### src/rtl/gray_ptr_ctrl.sv
// gray_ptr_ctrl: one side of an async FIFO pointer pair.
// Keeps a binary pointer, publishes a registered Gray pointer, and derives
// a registered full (MODE 0) or empty (MODE 1) flag and fill level from the
// opposite side's synchronised Gray pointer.
// Optional feature: define GRAY_PTR_ALMOST_EN to add the registered almost flag.
module gray_ptr_ctrl #(
  parameter int unsigned ADDR_W    = 4,
  parameter int unsigned MODE      = 0,
  parameter int unsigned ALMOST_TH = 2
) (
  input  logic              clk,
  input  logic              rst,
  input  logic              inc,
  input  logic [ADDR_W:0]   remote_gray,
  output logic [ADDR_W-1:0] addr,
  output logic [ADDR_W:0]   ptr_gray,
  output logic              flag,
  output logic [ADDR_W:0]   level
`ifdef GRAY_PTR_ALMOST_EN
  ,
  output logic              almost
`endif
);

  // Full test inverts the top two Gray bits of the remote pointer; for
  // ADDR_W=1 this shift covers both bits of the 2-bit pointer.
  localparam logic [ADDR_W:0] TWO_ONES  = (ADDR_W+1)'(2'b11);
  localparam logic [ADDR_W:0] FULL_MASK = TWO_ONES << (ADDR_W - 1);

  logic [ADDR_W:0] bin;
  logic [ADDR_W:0] bin_next;
  logic [ADDR_W:0] gray_next;
  logic [ADDR_W:0] remote_bin;
  logic [ADDR_W:0] level_next;
  logic            advance;
  logic            flag_next;

  assign addr = bin[ADDR_W-1:0];

  // Next pointer, remote decode, flag and level evaluation
  always_comb begin
    advance    = inc & ~flag;
    bin_next   = bin + {{ADDR_W{1'b0}}, advance};
    gray_next  = bin_next ^ (bin_next >> 1);
    remote_bin = '0;
    remote_bin[ADDR_W] = remote_gray[ADDR_W];
    for (int unsigned i = 1; i <= ADDR_W; i++) begin
      remote_bin[ADDR_W-i] = remote_bin[ADDR_W-i+1] ^ remote_gray[ADDR_W-i];
    end
    if (MODE == 0) begin
      flag_next  = (gray_next == (remote_gray ^ FULL_MASK));
      level_next = bin_next - remote_bin;
    end else begin
      flag_next  = (gray_next == remote_gray);
      level_next = remote_bin - bin_next;
    end
  end

  // Pointer, Gray export, flag and level registers
  always_ff @(posedge clk) begin
    if (rst) begin
      bin      <= '0;
      ptr_gray <= '0;
      level    <= '0;
      flag     <= (MODE != 0);
    end else begin
      bin      <= bin_next;
      ptr_gray <= gray_next;
      level    <= level_next;
      flag     <= flag_next;
    end
  end

`ifdef GRAY_PTR_ALMOST_EN
  localparam int unsigned DEPTH = 1 << ADDR_W;

  logic almost_next;

  // Almost-full / almost-empty threshold against the next level
  always_comb begin
    if (MODE == 0) begin
      almost_next = (32'(level_next) >= (DEPTH - ALMOST_TH));
    end else begin
      almost_next = (32'(level_next) <= ALMOST_TH);
    end
  end

  // Almost flag register, same latency as flag
  always_ff @(posedge clk) begin
    if (rst) begin
      almost <= (MODE != 0);
    end else begin
      almost <= almost_next;
    end
  end
`endif

endmodule
### config.mk
export PLATFORM = sky130hd
export DESIGN_NAME = gray_ptr_ctrl
export DESIGN_NICKNAME = d
export VERILOG_FILES = /design/src/rtl/gray_ptr_ctrl.sv
export SDC_FILE = /design/constraint.sdc
export NUM_CORES = 1
export LEC_CHECK = 0
export BUFFER_PORTS_ARGS = -buffer_cell sky130_fd_sc_hd__buf_2
export CAP_MARGIN = 20
export CORE_MARGIN = 2
export CORE_UTILIZATION = 49
export DETAILED_ROUTE_END_ITERATION = 7
export GPL_TIMING_DRIVEN = 0
export PLACE_DENSITY = 0.81
export SYNTH_ARGS = -nofsm -noshare
export SYNTH_HDL_FRONTEND = slang
export SYNTH_SLANG_ARGS = --single-unit
### constraint.sdc
create_clock -name clk -period 9.1 [get_ports clk]
set_input_delay 2.275 -clock clk [delete_from_list [all_inputs] [get_ports clk]]
set_output_delay 2.275 -clock clk [all_outputs]
set_load 0.01 [all_outputs]
==> results.md, run 1 <==
* IO Pins at 23
* Maxcap violations at 0
* Initial Utilization at 0.523
* P per Cell Area at 172 nW/µm²
* RR Startpoint: flag
* Most frequent cells in the layout: 22 x buf_2, 15 x dfxtp_1, 10 x nor2_1, 8 x xnor2_1, 7 x xor2_1
* Sequential power share at 0.463
* Tightest Hold Check Type: flop to flop
* Sw frac at 0.295
* Max-slew violations at 0
* Final WL at 1270 µm
* Number of antenna violations at the first check in global routing at 0
* GP Congestion at 0.774
* Post-CTS sizing at 0
* # H-tree levels at 1
* Cell Int Power at about 0.00011 W
* Worst path slowest cell: fa_1
* Gr ovfl total at 0
* Hold Buf Count CTS at 0
* Static leakage at 0.455 nW
* Crit path DAT at between 4 and 5 ns
* Outcome: finished clean
* First-pass GRT wire length at between 2000 and 2500 µm
* Synth Instances at between 70 and 80
* Achievable Freq at 212 MHz
* YS warnings at 0
* Synth Register Bits at 15
* Tmin final at between 4 and 5 ns
* Worst-path clk slew at 0.09 ns
* Reg2reg end: level[4]
* Die Area at 1950 µm²
* Setup bufs post-CTS at 0
* Post-Syn Area at slightly below 800 µm²
* Post-route DRC at 0
* Top Layer Used: met4
* Final setup skew at 0.00364 ns
* Reg2reg path depth at 9
* Final Hold Viols at 0
* Antenna Nets Post-Route at 0
* Number of global-route vias before repair at 532
* Met2 wire len at ~630 µm
* GRT Overall Usage at 0.150
* Logic pwr share at 0.308
* Clock Path Buffers at 2
* Mean Syn Cell Area at 10.5 µm²
* First-pass DRT Iterations at 3
* Die Y-Extent at 44.1 µm
* Unrepaired setup endpoints after global routing: no
* Most common cell after layout, fill and taps aside: buf_2
* Finished Cell Area at 945 µm²
* Worst Path Required at 9.28 ns
* Worst-path maximum fanout at 3
* Total negative setup slack at 0 ns
* Register area share after synthesis at 0.381
* VDD IR-drop max at 0.0756 mV
* Antenna cells at 0
* Switching power at 0.0000480 W
* Post-Syn Nets at 90
* Slew @ Worst Pin at 0.423 ns
* Die width at around 44 µm
* Synth cell types at 25
* Layout area overhead at 19.8%
* Site row count at 14
* Startpoint Class: input port
* Hold Startpoint: bin[1]
* CTS Root Cell: clkbuf_4
* R2r setup slk at between 6 and 7 ns
* Crit-path cells: buf_2 > xnor2_1 > xor2_1 > xor2_1 > xnor2_1 > ha_1 > inv_1 > fa_1 > a21o_1 > a21oi_1 > xor2_1 > mux2_2
* CP dominant cell by count: xor2_1
* DR iter-0 viols at 3
* Final setup vio count at 0
* Vias at ~570
* Wire length on met1 at 566 µm
* Final Cycle Share at 0.518
* Dpl hpwl at about 1100 µm
* Hold Crit Endpoint: bin[3]
* Crit path largest cell delay at 0.40 ns
* WS Path Type: input port to flop
* Via density at 4.89
* Crit. End Element: flop
* Worst rel slew slack at 0.718
* Per-cell routed wire length at about 11 µm
* Port bufs at 22
* Hold Path Stages at 3
* Core Region at 1510 µm²
* Largest net degree at the start of global routing at 11
* Num CTS Buffers at 3
* # nets final at between 100 and 150
* Pwr Total at 0.000163 W
* Met3 Routed Length at 34 µm
* Worst-Skew Late Latency at 0.28 ns
* Share of cells above drive strength 1 at 0.317
* Clock power frac at 0.229
* Placed Area at 918 µm²
* Clk sinks at 15
* TritonCTS clock tree: yes
layout make-up:
cell class                      instances  area, µm²
Sequential cell                        15        300
Multi-Input combinational cell         55        469
Fill cell                             129        562
Tap cell                               16       20.0
Inverter                                4       15.0
Buffer                                  1       3.75
Timing Repair Buffer                   22        110
Clock buffer                            4       26.3
power by group through the flow:
stage | Sequential (W) | Clock [W] | Combinational, W
final | 0.0000754 | 0.0000373 | 0.0000502
after global routing | 0.0000765 | 0.0000413 | 0.0000569
after CTS | 0.0000756 | 0.0000374 | 0.0000514
after detailed placement | 0.0000772 | 0 | 0.0000512
after global placement | 0.0000765 | 0 | 0.0000498
after floorplan | 0.0000814 | 0 | 0.0000315
critical path: cells and delay by family:
family | cells | cell delay, ns
compound gates | 2 | 0.35
buf+inv | 2 | 0.19
xor+xnor | 5 | 1.15
mux | 1 | 0.34
fa+ha+maj | 2 | 0.58
synth_stat cells:
master,instances,area share
dfxtp_1,15,0.38
nor2_1,10,0.048
xnor2_1,8,0.089
xor2_1,7,0.078
ha_1,6,0.095
nor2b_1,6,0.048
inv_1,3,0.014
nand3_2,2,0.025
xor2_2,2,0.041
a2111oi_2,1,0.019
a21boi_0,1,0.0095
a21o_1,1,0.0095
a21oi_1,1,0.0063
and2_1,1,0.0079
clkbuf_1,1,0.0048
fa_1,1,0.025
inv_2,1,0.0048
mux2_2,1,0.014
mux2i_1,1,0.013
nand3_1,1,0.0063
nor3_1,1,0.0063
nor3b_1,1,0.0095
o21ai_0,1,0.0063
or3_1,1,0.0079
xor3_1,1,0.030
state kept, by name, summed over array words and instances (netlist names):
register / cells
flag: 1
bin: 4
level: 5
ptr_gray: 5
stage by stage:
step	std cells	util	hold WS [ns]	worst slack [ns]
3_5_place_dp	113	0.610	0.613	4.03
3_3_place_gp	113	0.610	0.600	4.08
4_1_cts	117	0.627	0.635	4.33
5_1_grt	117	0.627	0.697	4.16
2_1_floorplan	75	-	0.622	4.39
6_report	117	0.627	0.627	4.38
cell families (layout without fill, tap and decap cells):
logic type,count (synthesis),in the layout,synth area share
fa+ha+maj,7,7,0.121
flops,15,15,0.381
xor+xnor,18,18,0.238
compound gates,5,5,0.0508
buf+inv,5,31,0.0238
mux,2,2,0.0270
simple gates,23,23,0.159
how the worst max path moves through the flow:
stage | from | to | slack [ns]
after global routing | remote_gray[4] | level[4] | 4.16
after floorplan | remote_gray[4] | level[4] | 4.39
after global placement | remote_gray[4] | level[4] | 4.08
after detailed placement | remote_gray[4] | level[4] | 4.03
final | remote_gray[4] | level[4] | 4.38
after CTS | remote_gray[4] | level[4] | 4.33
layer usage:
layer	GRT usage	vias to the layer above
met5	0	-
met4	0.109	0
met3	0.0245	4
met2	0.253	13
met1	0.169	259
li1	-	296
No activity file was read; power rests on OpenSTA's default activity.
==> inputs of run 2 (changes only) <==
--- a/config.mk
+++ b/config.mk
@@ -5,13 +5,14 @@
 export SDC_FILE = /design/constraint.sdc
 export NUM_CORES = 1
 export LEC_CHECK = 0
+export ABC_AREA = 1
 export BUFFER_PORTS_ARGS = -buffer_cell sky130_fd_sc_hd__buf_2
 export CAP_MARGIN = 20
 export CORE_MARGIN = 2
 export CORE_UTILIZATION = 49
 export DETAILED_ROUTE_END_ITERATION = 7
 export GPL_TIMING_DRIVEN = 0
-export PLACE_DENSITY = 0.81
+export PLACE_DENSITY = 0.8
 export SYNTH_ARGS = -nofsm -noshare
 export SYNTH_HDL_FRONTEND = slang
 export SYNTH_SLANG_ARGS = --single-unit
==> constraint.sdc (replaced) <==
create_clock -name clk -period 4.9 [get_ports clk]
set_input_delay 1.225 -clock clk [delete_from_list [all_inputs] [get_ports clk]]
set_output_delay 1.225 -clock clk [all_outputs]
set_load 0.01 [all_outputs]
==> results.md, run 2 <==
* Outcome: finished clean
* # nets final at 169 (+44%)
* Tightest Hold Check Type: flop to flop
* Worst-path maximum fanout at 3 (unchanged)
* Number of antenna violations at the first check in global routing at 0 (unchanged)
* Reg2reg path depth at 11 (+2)
* Max-slew violations at 0 (unchanged)
* First-pass DRT Iterations at 4 (+1)
* Worst-Skew Late Latency at 0.29 ns (about the same)
* Cell Int Power at 0.000195 W (+70%)
* Port bufs at 22 (unchanged)
* Count leader, synth: nand2_1
* Most common cell after layout, fill and taps aside: nand2_1
* Area fraction of the dominant cell type after synthesis at 0.358 (-0.0233)
* Top post-synthesis cells by area: dfxtp_1 36%, nand2_1 17%, ha_1 8.9%
* Final Cycle Share at 0.594
* Clock power frac at 0.256 (+0.027)
* DR iter-0 viols at 28 (+25)
* GRT Overall Usage at 0.202 (+0.0523)
* Dpl hpwl at 1420 µm (+35%)
* Largest net degree at the start of global routing at 11 (unchanged)
* Clock Path Buffers at 2 (unchanged)
* Num CTS Buffers at 3 (unchanged)
* TritonCTS clock tree: yes
* Final setup vio count at 0 (unchanged)
* Startpoint Class: input port
* Synth Register Bits at 15 (unchanged)
* Gr ovfl total at 0 (unchanged)
* GP Congestion at 0.840 (+8.6%)
* Maxcap violations at 0 (unchanged)
* Post-synth EDFFs at 0 (unchanged)
* Antenna Nets Post-Route at 0 (unchanged)
* Reg2reg end: level[3]
* First-pass GRT wire length at 2930 µm (+40%)
* Post-Syn Nets at 142 (+58%)
* Vias at 851 (+49%)
* Most frequent cells in the layout: 39 x nand2_1, 22 x buf_2, 19 x inv_1, 15 x dfxtp_1, 14 x nor2_1
* Worst rel slew slack at 0.702 (-0.0161)
* Post-synth top cells: 39 x nand2_1, 19 x inv_1, 15 x dfxtp_1, 14 x nor2_1, 12 x nand3_1
* Area leader, netlist: dfxtp_1
* Synth Instances at 127 (+69%)
* Layout area overhead at 18.6%
* # H-tree levels at 1 (unchanged)
* Share of cells above drive strength 1 at 0.209 (-0.108)
* P per Cell Area at 288 nW/µm² (+67%)
* Die Area at 2060 µm² (+5.9%)
* Antenna cells at 0 (unchanged)
* YS warnings at 0 (unchanged)
* Achievable Freq at 344 MHz
* Post-Syn Area at 840 µm² (+6.5%)
* Die width at 45.4 µm (+2.9%)
* CTS Root Cell: clkbuf_4
* Sw frac at 0.320 (+0.0257)
* Tmin final at about 2.9 ns
* Crit path from: remote_gray[3]
* DP Worst Slack at 1.69 ns (-2.34 ns)
* Initial Utilization at 0.539 (+0.0153)
* Total negative setup slack at 0 ns (unchanged)
* Slew @ Worst Pin at 0.447 ns (+0.0242 ns)
* Hold Buf Count CTS at 0 (unchanged)
* RR Startpoint: flag
* Final setup skew at 0.00192 ns (-0.00172 ns)
* Hold Path Stages at 4 (+1)
* Setup bufs post-CTS at 0 (unchanged)
* Via density at 5.04 (+3.0%)
* Worst Path Required at 5.09 ns (-4.19 ns)
* Synth cell types at 14 (-44%)
* R2r setup slk at 2.86 ns (-3.67 ns)
* Setup crit end: level[4]
* Final WL at 1830 µm (+44%)
* Worst-path clk slew at 0.09 ns (about the same)
* WS Path Type: input port to flop
* Synth Flop Type: dfxtp_1
* Post-CTS sizing at 0 (unchanged)
* Die Y-Extent at 45.4 µm (+2.9%)
* Static leakage at 0.585 nW (+29%)
* WHS at 0.661 ns (+0.0343 ns)
* FFs w/ async S/R, synth at 0 (unchanged)
* Sequential power share at 0.477 (+0.014)
* Final Hold Viols at 0 (unchanged)
* IO Pins at 23 (unchanged)
* Mean Syn Cell Area at 6.61 µm² (-37%)
* Per-cell routed wire length at 10.8 µm (-0.30%)
* Crit. End Element: flop
* Clk sinks at 15 (unchanged)
* Logic pwr share at 0.266 (-0.042)
* Register area share after synthesis at 0.358 (-0.0233)
* Site row count at 14 (unchanged)
* Worst setup margin at 1.99 ns (-2.39 ns)
* Unrepaired setup endpoints after global routing: no
* VDD IR-drop max at 0.193 mV (+160%)
* Post-route DRC at 0 (unchanged)
* Core Region at 1560 µm² (+3.5%)
* Regs by FF count: level: 5 flops, ptr_gray: 5 flops, bin: 4 flops
* Crit path DAT at 3.10 ns (-1.80 ns)
* Number of global-route vias before repair at 736 (+38%)
* Switching power at 0.0000918 W (+91%)
run 2: cell count changes after synthesis, sizes merged, moves of 6 or more:
cell | before | now
inv | 4 | 20
nand3 | 3 | 12
xor2 | 9 | 0
a21oi | 1 | 8
nor2b | 6 | 0
xnor2 | 8 | 0
nand2 | 0 | 44
run 2: worst min-delay path by stage:
stage,from,end,slack (ns)
floorplan,bin[1],bin[3],0.62
global placement,ptr_gray[4],ptr_gray[4],0.62
detailed placement,ptr_gray[4],ptr_gray[4],0.65
CTS,ptr_gray[4],ptr_gray[4],0.66
global route,ptr_gray[4],ptr_gray[4],0.73
finish,ptr_gray[4],ptr_gray[4],0.66
run 2: cell type report:
| type | count | area (µm²) |
|---|---|---|
| buffer | 1 | 3.75 |
| clock buffer | 4 | 26.3 |
| fill | 149 | 563 |
| inverter | 20 | 75.1 |
| multi-input combinational | 91 | 460 |
| sequential | 15 | 300 |
| tap | 16 | 20.0 |
| timing repair buffer | 22 | 110 |
run 2: cell families (layout without fill, tap and decap cells):
family,count (synthesis),after routing,share of synthesized area
fa+ha+maj,7,7,0.113
flops,15,15,0.358
simple gates,74,74,0.376
buf+inv,21,47,0.0939
compound gates,10,10,0.0596
run 2: routing by layer:
layer | up-vias | wire length [µm] | GRT usage
met1 | 371 | 796 | 0.220
met2 | 25 | 906 | 0.358
met4 | 0 | 46 | 0.106
met5 | - | 0 | 0
met3 | 5 | 78 | 0.0476
li1 | 450 | - | -
run 2: power groups by stage:
stage	logic, W	registers (W)	clock network [W]
detailed placement	0.0000767	0.000140	0
global placement	0.0000744	0.000139	0
finish	0.0000763	0.000137	0.0000734
floorplan	0.0000466	0.000146	0
global route	0.0000880	0.000138	0.0000803
CTS	0.0000774	0.000137	0.0000737
run 2: critical path, stage by stage:
cell and delay (ns):
buf_2 0.11, inv_1 0.07, nand2_1 0.07, nand2_1 0.09
nand2_1 0.07, nand2_1 0.10, inv_1 0.05, nand2_1 0.07
nand2_1 0.10, nand2_1 0.07, nand2_1 0.04, inv_1 0.05
ha_1 0.13, inv_1 0.06, fa_1 0.40, nand3_1 0.11
nand2_1 0.06, o21ai_0 0.17, nor2_1 0.06
run 2: per-stage QoR:
stage               total power, W  instance area (µm²)  utilization  cells
finish                    0.000287                  996        0.639    169
global route              0.000306                  996        0.639    169
CTS                       0.000288                  996        0.639    169
detailed placement        0.000216                  970        0.622    165
global placement          0.000214                  970        0.622    165
floorplan                 0.000192                  840            -    127
